[src/rtl/rgd_arbiter_n.sv]
// N-channel Request-Grant-Done arbiter guarding one shared resource.
// Fixed or round-robin priority, registered one-hot grant, owner index and sticky protocol-error flag.
//
// state   | meaning
// IDLE    | no owner; arbitrate among pending requests
// GRANT   | gnt[owner] high; waiting for done or request withdrawal
// RELEASE | grant dropped; waiting for the owner's req and done to fall
module rgd_arbiter_n #(
    parameter int N   = 4,
    parameter bit RR  = 1'b1,
    parameter int IDW = 2
) (
    input  logic           clk,
    input  logic           rst,
    input  logic [N-1:0]   req,
    input  logic [N-1:0]   done,
    output logic [N-1:0]   gnt,
    output logic [IDW-1:0] gnt_id,
    output logic           busy,
    output logic           err
);

    typedef enum logic [1:0] {
        IDLE    = 2'd0,
        GRANT   = 2'd1,
        RELEASE = 2'd2
    } state_t;

    state_t         state_q, state_d;
    logic [N-1:0]   gnt_q, gnt_d;
    logic [IDW-1:0] id_q, id_d;
    logic [IDW-1:0] ptr_q, ptr_d;
    logic           busy_q, busy_d;
    logic           err_q, err_d;

    logic [N-1:0]   hi_mask;
    logic [N-1:0]   req_hi;
    logic [N-1:0]   cand;
    logic [N-1:0]   win_mask;
    logic [IDW-1:0] win_id;
    logic           win_vld;
    logic [N-1:0]   own_mask;
    logic           own_req;
    logic           own_done;
    logic           err_hit;

    // Round-robin: prefer requests at or above the pointer, otherwise wrap to the lowest one.
    always_comb begin
        hi_mask = '0;
        for (int i = 0; i < N; i++) begin
            hi_mask[i] = (IDW'(i) >= ptr_q);
        end
        req_hi = req & hi_mask;
        if (RR && (req_hi != '0)) begin
            cand = req_hi;
        end else begin
            cand = req;
        end
    end

    always_comb begin
        win_id  = '0;
        win_vld = (cand != '0);
        for (int i = N - 1; i >= 0; i--) begin
            if (cand[i]) begin
                win_id = IDW'(i);
            end
        end
        win_mask = '0;
        for (int i = 0; i < N; i++) begin
            win_mask[i] = (win_id == IDW'(i));
        end
    end

    always_comb begin
        own_mask = '0;
        for (int i = 0; i < N; i++) begin
            own_mask[i] = (id_q == IDW'(i));
        end
        own_req  = |(req & own_mask);
        own_done = |(done & own_mask);
    end

    // In IDLE no channel may signal done; otherwise only the owner may.
    always_comb begin
        err_hit = |(done & ~req);
        if (state_q == IDLE) begin
            err_hit = err_hit | (|done);
        end else begin
            err_hit = err_hit | (|(done & ~own_mask));
        end
    end

    always_comb begin
        state_d = state_q;
        gnt_d   = gnt_q;
        id_d    = id_q;
        ptr_d   = ptr_q;
        case (state_q)
            IDLE: begin
                if (win_vld) begin
                    state_d = GRANT;
                    gnt_d   = win_mask;
                    id_d    = win_id;
                    if (win_id == IDW'(N - 1)) begin
                        ptr_d = '0;
                    end else begin
                        ptr_d = win_id + IDW'(1);
                    end
                end
            end
            GRANT: begin
                if (own_done || !own_req) begin
                    state_d = RELEASE;
                    gnt_d   = '0;
                end
            end
            RELEASE: begin
                gnt_d = '0;
                if (!own_req && !own_done) begin
                    state_d = IDLE;
                end
            end
            default: begin
                state_d = IDLE;
                gnt_d   = '0;
            end
        endcase
        busy_d = (state_d != IDLE);
        err_d  = err_q | err_hit;
    end

    always_ff @(posedge clk) begin
        if (rst) begin
            state_q <= IDLE;
            gnt_q   <= '0;
            id_q    <= '0;
            ptr_q   <= '0;
            busy_q  <= 1'b0;
            err_q   <= 1'b0;
        end else begin
            state_q <= state_d;
            gnt_q   <= gnt_d;
            id_q    <= id_d;
            ptr_q   <= ptr_d;
            busy_q  <= busy_d;
            err_q   <= err_d;
        end
    end

    assign gnt    = gnt_q;
    assign gnt_id = id_q;
    assign busy   = busy_q;
    assign err    = err_q;

endmodule

[config.mk]
export PLATFORM = sky130hd
export DESIGN_NAME = rgd_arbiter_n
export DESIGN_NICKNAME = d
export VERILOG_FILES = /design/src/rtl/rgd_arbiter_n.sv
export SDC_FILE = /design/constraint.sdc
export NUM_CORES = 1
export LEC_CHECK = 0
export CORE_MARGIN = 1.5
export CORE_UTILIZATION = 49
export DETAILED_ROUTE_END_ITERATION = 8
export HOLD_SLACK_MARGIN = 0.08
export PLACE_DENSITY = 0.87
export SYNTH_ARGS = -nofsm -noshare
export SYNTH_HDL_FRONTEND = slang
export SYNTH_SLANG_ARGS = --single-unit
[constraint.sdc]
create_clock -name clk -period 2.3 [get_ports clk]
set_input_delay 0.46 -clock clk [delete_from_list [all_inputs] [get_ports clk]]
set_output_delay 0.46 -clock clk [all_outputs]
set_load 0.1 [all_outputs]
==> results of run 1 <==
stage by stage:
stage                     worst slack [ns]  hold slack (ns)  std cells  cell area, µm²  util [%]
after floorplan                      0.114            0.476         88             837         -
after global placement              0.0690            0.503        120             996      63.9
after detailed placement           -0.0121            0.504        120             996      63.9
after CTS                            0.223            0.519        124            1030      66.2
after global routing                 0.179            0.544        124            1030      66.2
final                                0.233            0.518        124            1030      66.2
sequential cells by signal (all words and copies together) (netlist names):
register  cells
gnt           4
state_q       2
busy          1
err           1
gnt_id        2
ptr_q         2
final cells by class:
| type | count | area [µm²] |
|---|---|---|
| clock buffers | 4 | 36.3 |
| fillers | 119 | 527 |
| inverters | 3 | 11.3 |
| multi-input cells | 68 | 544 |
| flip-flops and latches | 12 | 240 |
| well taps | 16 | 20.0 |
| repair buffers | 21 | 180 |
logic make-up (layout without fill, tap and decap cells):
logic type	after synthesis	in the layout	synth area share, %
multiplexers	8	8	13.8
adder cells (fa/ha/maj)	4	4	5.98
AO/OA/AOI/OAI	25	25	22.4
flip-flops	12	12	28.7
AND/OR/NAND/NOR	31	31	22.9
buffers and inverters	8	28	6.28
layout by cell type, fill, tap and decap left out, drive strengths merged, types with 2 or more instances in the layout:
cell type / synthesis / routed
inv: 3 / 3
dfxtp: 12 / 12
nor2: 8 / 8
clkbuf: 2 / 4
a311oi: 4 / 4
o22ai: 2 / 2
ha: 4 / 4
or2: 2 / 2
clkdlybuf4s50: 0 / 9
mux2: 2 / 2
buf: 3 / 12
mux4: 2 / 2
mux2i: 4 / 4
nor2b: 2 / 2
a21oi: 9 / 9
nor4b: 3 / 3
nand2b: 2 / 2
nor4: 2 / 2
nand2: 8 / 8
routing by layer:
| metal | global-route usage [%] | vias up | part of all wire (%) |
|---|---|---|---|
| li1 | - | 372 | - |
| met1 | 26.8 | 372 | 44 |
| met2 | 40.9 | 17 | 50 |
| met3 | 8.16 | 4 | 4.6 |
| met4 | 4.85 | 0 | 1.1 |
| met5 | 0 | - | 0 |
final timing paths:
kind	cells past startpoint	slack (ns)	end	from
max	7	0.23	gnt[1]$_SDFFE_PP0P_	req[0]
min	2	0.52	ptr_q[0]$_SDFFE_PP0P_	ptr_q[0]$_SDFFE_PP0P_
max reg2reg	4	0.50	state_q[1]$_SDFF_PP0_	gnt_id[0]$_SDFFE_PP0P_
min reg2reg	2	0.52	ptr_q[0]$_SDFFE_PP0P_	ptr_q[0]$_SDFFE_PP0P_
tightest hold or removal path, cell delays in order, from the launching register on:
cell and delay, ns:
dfxtp_1 0.31, inv_1 0.08, a211oi_1 0.07
report_power, final:
| part | internal, mW | switching (mW) | total (mW) |
|---|---|---|---|
| registers | 0.246 | 0.0661 | 0.312 |
| clock network | 0.0962 | 0.0704 | 0.167 |
| logic | 0.180 | 0.288 | 0.468 |
==> metrics.cfg, run 1 <==
[outcome]
status = completed

[synth]
synth.most_common_cell = dfxtp_1
ys_types = 38
synth_top_area_cell = dfxtp_1
syn_nets = 102
seq_area_frac_synth_pct = 28.7
synthArstFlopShare_pct = 0
synth_area_leaders = dfxtp_1 29%, ha_1 6.0%, a21oi_1 5.4%
netlist_instances = 88
synth.avg_cell_area_um2 = 9.51
synth_edf_count = 0
synthFlopType = dfxtp_1
synth_top_area_share_pct = 28.7
ys_top_cells_by_count = 12 x dfxtp_1, 9 x a21oi_1, 8 x nand2_1
yosysWarnings = 0
synth_seq_cells = 12
netlist_area_um2 = 837

[min_path]
min_path_type = flop to flop

[floorplan]
fp.dieH_um = 44.3
die_w_um = 44.3
rows = 14
core-area_um2 = 1560
start_util_pct = 53.7
ios = 18
dieArea_um2 = 1970

[sta]
finalSetupViolations = 0
setup-tns-final_ns = 0
hold_viol = 0
period_share_pct = 89.9
max_slew_margin_pct = 66.6
rsz0062_at_grt = false
post-route-min-period_ns = 2.07
fin_worst_skew_ns = 0.00235
maxSlewViolCount = 0
worst_pin_slew_ns = 0.501
max_freq_mhz = 484

[cts]
htreeDepth = 1
clock_path_buffers = 2
hold_buffers = 0
cts_resized = 0
cts_buffers = 3
clk_pin_slew_worst_paths_ns = 0.08
cts_setup_buffers = 0
cts_sinks = 12
root_buffer = clkbuf_4
cts_tree = done
clk_latency_ns = 0.27

[cells_and_area]
fin_nets = 123
area_growth_pct = 23.3
insertedDiodeCount = 0
drive_above_1_share_pct = 25.9

[global_route]
grt_antenna_before_repair = 0
grt_max_degree = 13
grt_pass1_wl_um = 3260
grt_use_total_pct = 23.1
grt_overflow = 0
grt_pass1_vias = 703

[placed_design]
io_buffers = 17
gp_congestion = 0.732
place_hpwl_um = 1440

[critical_path]
cp_data_required_time_ns = 2.48
crit_path_cell_trace = clkdlybuf4s50_1 > a21oi_1 > o21a_1 > o22ai_1 > ha_1 > nand2_1 > a311oi_1
crit_type = input port to flop
critical-path-slowest-cell = clkdlybuf4s50_1
crit_path_end_kind = flop
path_buf_inv = 1
critPathTopFamily = compound AO/OA/AOI/OAI gates
critPathMaxStageDelay_ns = 0.61
start_kind = input port
cp_max_fo = 8
worstPathArrival_ns = 2.25

[drt]
vias_per_cell = 6.17
drtIter0Drc = 23
dr.pass1.iters = 4
vias = 765
remaining_drc_errors = 0
wl_per_cell_um = 16.1
drtAntennaViolNets = 0
drt_wl_total_um = 1990

[power]
ir_drop_mv = 0.497
finalPower_mw = 0.947
p_leak_nw = 0.403
pwr_density_cell_nw_per_um2 = 918

[job]
drv_cap = 0

(Power assumes the default switching activity.)
==> run 2, diff against run 1 <==
Settings changed: CORE_UTILIZATION 49 to 53, PLACE_DENSITY 0.87 to 0.93.
Clock period 2.3 ns to 2.5 ns, I/O delays scaled along.
==> run 2 against run 1 <==
  * Sequential cell count did not move
  * Clock skew rose by 0.00081 ns
  * Worst hold slack improved by 0.0051 ns
  * Largest power group unchanged
  * Highest routed layer unchanged
==> metrics.cfg, run 2 (synthesis results as in run 1) <==
[outcome]
status = completed

[cts]
hold_buffers = 0
cts_buffers = 3
clk_latency_ns = 0.28
cts_sinks = 12
clock_path_buffers = 2
cts_resized = 0
root_buffer = clkbuf_4
cts_setup_buffers = 0
htreeDepth = 1
cts_tree = done
clk_pin_slew_worst_paths_ns = 0.08

[power]
pwr_density_cell_nw_per_um2 = 858
netSwitchingFraction_pct = 45.8
p_int_mw = 0.470
p_clk_share_pct = 18.5
p_sw_mw = 0.396
pwr-share-seq_pct = 33.1
comb_power_share_pct = 48.4
ir_drop_mv = 0.407
p_leak_nw = 0.388

[drt]
remaining_drc_errors = 0
vias = 765
dr.pass1.iters = 4
wl_per_cell_um = 16.0
drtAntennaViolNets = 0
drtIter0Drc = 47
vias_per_cell = 6.32
drt_wl_total_um = 1940

[sta]
post-route-min-period_ns = 2.19
rsz0062_at_grt = false
fin_worst_skew_ns = 0.00316
maxSlewViolCount = 0
hold_viol = 0
max_slew_margin_pct = 66.0
worst_pin_slew_ns = 0.510
max_freq_mhz = 456
period_share_pct = 87.7
finalSetupViolations = 0
setup-tns-final_ns = 0

[global_route]
grt_overflow = 0
grt_pass1_vias = 716
grt_use_total_pct = 22.8
grt_max_degree = 13
grt_pass1_wl_um = 3110
grt_antenna_before_repair = 0

[critical_path]
cp_max_fo = 7
worstPathArrival_ns = 2.35
ff2ff_setup_slack_ns = 0.59
cp_data_required_time_ns = 2.66
crit_type = input port to flop
worstReg2RegStart = ptr_q[1]$_SDFFE_PP0P_
crit_path_end_kind = flop
start_kind = input port
startpoint = req[2]

[floorplan]
dieArea_um2 = 1830
start_util_pct = 56.2
die_w_um = 42.7
rows = 14
ios = 18
fp.dieH_um = 42.7
core-area_um2 = 1490

[min_path]
min_path_type = flop to flop
worstHoldStart = gnt[0]$_SDFFE_PP0P_

[cells_and_area]
largest_reg_flops = 4
fin_nets = 120
final_common_cell = dfxtp_1
nFillCells = 121
area_growth_pct = 20.6
mostFrequentLayoutCells = 12 x dfxtp_1, 9 x a21oi_1, 9 x clkdlybuf4s50_1, 9 x buf_4, 8 x nand2_1
design_area_um2 = 1010
drive_above_1_share_pct = 23.8
insertedDiodeCount = 0

[job]
drv_cap = 0

[placed_design]
place_hpwl_um = 1400
dpl_cell_area_um2 = 973
io_buffers = 17
gp_congestion = 0.789

## run 2: cell types whose count changed in the layout (fill, tap and decap cells not counted)
cell	previous run	this run
buf_4	12	9
## run 2: area by class of cell
| class | count | area, µm² | area share (%) |
|---|---|---|---|
| Clock buffer | 4 | 36.3 | 3.59 |
| Inverter | 3 | 11.3 | 1.12 |
| Multi-Input combinational cell | 68 | 544 | 53.9 |
| Sequential cell | 12 | 240 | 23.8 |
| Tap cell | 16 | 20.0 | 1.98 |
| Timing Repair Buffer | 18 | 158 | 15.6 |
## run 2: through the flow
step | util, % | hold WS [ns] | total power, mW | cells | setup WS, ns
after floorplan | - | 0.476 | 0.634 | 88 | 0.314
after global placement | 65.4 | 0.503 | 0.687 | 117 | 0.170
after detailed placement | 65.4 | 0.511 | 0.702 | 117 | 0.0423
after CTS | 67.8 | 0.522 | 0.865 | 121 | 0.342
after global routing | 67.8 | 0.542 | 0.904 | 121 | 0.226
final | 67.8 | 0.523 | 0.866 | 121 | 0.308
## run 2: worst paths after layout
path	to	cells after the start
max	ptr_q[1]$_SDFFE_PP0P_	8
min	gnt[0]$_SDFFE_PP0P_	2
max reg2reg	ptr_q[1]$_SDFFE_PP0P_	7
min reg2reg	gnt[0]$_SDFFE_PP0P_	2
## run 2: critical path, stage by stage
cell and delay (ns):
clkdlybuf4s50_1 0.54, mux2i_1 0.23, nor2_1 0.09, nor3_1 0.40, inv_1 0.12, ha_1 0.31, mux2i_1 0.12, nor2_1 0.05
## run 2: per-layer routing
layer / track usage [%] / routed length (µm) / vias to the layer above
met5: 0 / 0 / -
met4: 12.5 / 51 / 0
met3: 7.66 / 141 / 10
met2: 38.2 / 952 / 40
met1: 25.0 / 796 / 348
li1: - / - / 367
## run 2: power by group through the flow
stage / combinational, mW / sequential, mW / clock [mW]
3_3_place_gp: 0.400 / 0.287 / 0
5_1_grt: 0.444 / 0.292 / 0.168
3_5_place_dp: 0.413 / 0.289 / 0
2_1_floorplan: 0.260 / 0.373 / 0
4_1_cts: 0.416 / 0.286 / 0.164
6_report: 0.419 / 0.287 / 0.160
==> run 3, diff against run 2 <==
Settings changed: CORE_UTILIZATION 53 to 64, DONT_BUFFER_PORTS from default to 1, PLACE_DENSITY 0.93 to 0.9.
==> run 3 against run 2 <==
  * Non-clock buffer count shrank 10
  * Register-to-register slack got worse by 0.02 ns
  * Sequential cell count did not move
  * Design area decreased by 9.9%
  * Worst setup slack better by 0.26 ns
  * Count of clock-buffer cells in the layout is the same
  * Core utilization grew 11 points
  * Via count is 6.4% lower
  * Sequential share of layout area is 2.6 points higher
  * Critical path type is now flop to flop
  * Critical endpoint unchanged
==> metrics.cfg, run 3 (synthesis results as in run 1) <==
[sta]
max_freq_mhz = 518
fin_worst_skew_ns = 0.00574
maxSlewViolCount = 0
period_share_pct = 77.2
post-route-min-period_ns = 1.93
worst_pin_slew_ns = 0.543
finalSetupViolations = 0
hold_slack_ns = 0.272
max_slew_margin_pct = 63.5
setup-tns-final_ns = 0
hold_viol = 0
rsz0062_at_grt = false

[drt]
drtAntennaViolNets = 0
dr.pass1.iters = 4
wl_per_cell_um = 15.8
vias_per_cell = 6.57
drtIter0Drc = 18
drt_wl_total_um = 1720
vias = 716
remaining_drc_errors = 0

[cells_and_area]
drive_above_1_share_pct = 25.3
fin_nets = 110
final_cells = 109
final_common_cell = dfxtp_1
insertedDiodeCount = 0
mostFrequentLayoutCells = 12 x dfxtp_1, 9 x a21oi_1, 8 x nand2_1, 8 x buf_4, 7 x nor2_1
largest_reg_flops = 4
area_growth_pct = 8.67
nFillCells = 80
multi_input_area_um2 = 544
ff_latch_area_um2 = 240

[critical_path]
critical-path-slowest-cell = nor3_1
cp_max_fo = 7
worstPathArrival_ns = 2.11
crit_path_end_kind = flop
start_kind = flop
critPathMaxStageDelay_ns = 0.48
ff2ff_setup_slack_ns = 0.57
cp_data_required_time_ns = 2.68
crit_path_cell_trace = mux2i_1 > nor2_1 > nor3_1 > inv_1 > ha_1 > mux2i_1 > nor2_1
crit_type = flop to flop

[cts]
root_buffer = clkbuf_4
cts_tree = done
clock_path_buffers = 2
hold_buffers = 0
cts_buffers = 3
clk_pin_slew_worst_paths_ns = 0.07
cts_setup_buffers = 0
cts_resized = 0
htreeDepth = 1
cts_sinks = 12
clk_latency_ns = 0.28

[floorplan]
dieArea_um2 = 1530
ios = 18
start_util_pct = 72.4
rows = 12
core-area_um2 = 1160
fp.dieH_um = 39.2
die_w_um = 39.2

[placed_design]
place_hpwl_um = 1260
gp_congestion = 0.830
io_buffers = 0
dp.cells = 105

[power]
pwr_density_cell_nw_per_um2 = 910
finalPower_mw = 0.827
ir_drop_mv = 0.504
p_leak_nw = 0.348

[job]
drv_cap = 0

[global_route]
grt_pass1_wl_um = 2770
grt_overflow = 0
grt_antenna_before_repair = 0
grt_use_total_pct = 27.5
grt_pass1_vias = 631
grt_max_degree = 12

[min_path]
min_path_type = input port to flop

[outcome]
status = completed

-- run 3: final cells by class --
| class | instances | share of cell area (%) |
|---|---|---|
| sequential | 12 | 26.4 |
| multi-input combinational | 68 | 59.8 |
| clock buffer | 4 | 3.99 |
| timing repair buffer | 8 | 6.60 |
| inverter | 3 | 1.24 |
| tap | 14 | 1.93 |
-- run 3: critical path: cells and delay by family (launching register included) --
| family | cells | cell delay [ns] |
|---|---|---|
| fa+ha+maj | 1 | 0.31 |
| buf+inv | 1 | 0.14 |
| flops | 1 | 0.45 |
| mux | 2 | 0.33 |
| simple gates | 3 | 0.60 |
-- run 3: where the power goes --
group	switching [mW]	total [mW]	internal, mW
Sequential	0.0571	0.283	0.226
Combinational	0.247	0.388	0.141
Clock	0.0671	0.156	0.0889
Total	0.371	0.827	0.456
-- run 3: final timing paths --
path,from,to,depth (start not counted)
max,ptr_q[1]$_SDFFE_PP0P_,ptr_q[1]$_SDFFE_PP0P_,7
min,rst,gnt_id[1]$_SDFFE_PP0P_,1
max reg2reg,ptr_q[1]$_SDFFE_PP0P_,ptr_q[1]$_SDFFE_PP0P_,7
min reg2reg,ptr_q[0]$_SDFFE_PP0P_,ptr_q[0]$_SDFFE_PP0P_,2
-- run 3: metal layers --
layer	wire length [µm]	track usage, %	up-vias
li1	-	-	347
met1	745	33.1	341
met2	857	47.5	24
met3	100	6.94	4
met4	19	7.76	0
met5	0	0	-
-- run 3: metrics by stage --
stage	utilization [%]	cell area, µm²	worst slack [ns]
6_report	78.7	910	0.571
5_1_grt	78.7	910	0.422
4_1_cts	78.7	910	0.601
3_5_place_dp	75.5	873	0.633
3_3_place_gp	75.5	873	0.676
2_1_floorplan	-	837	0.314
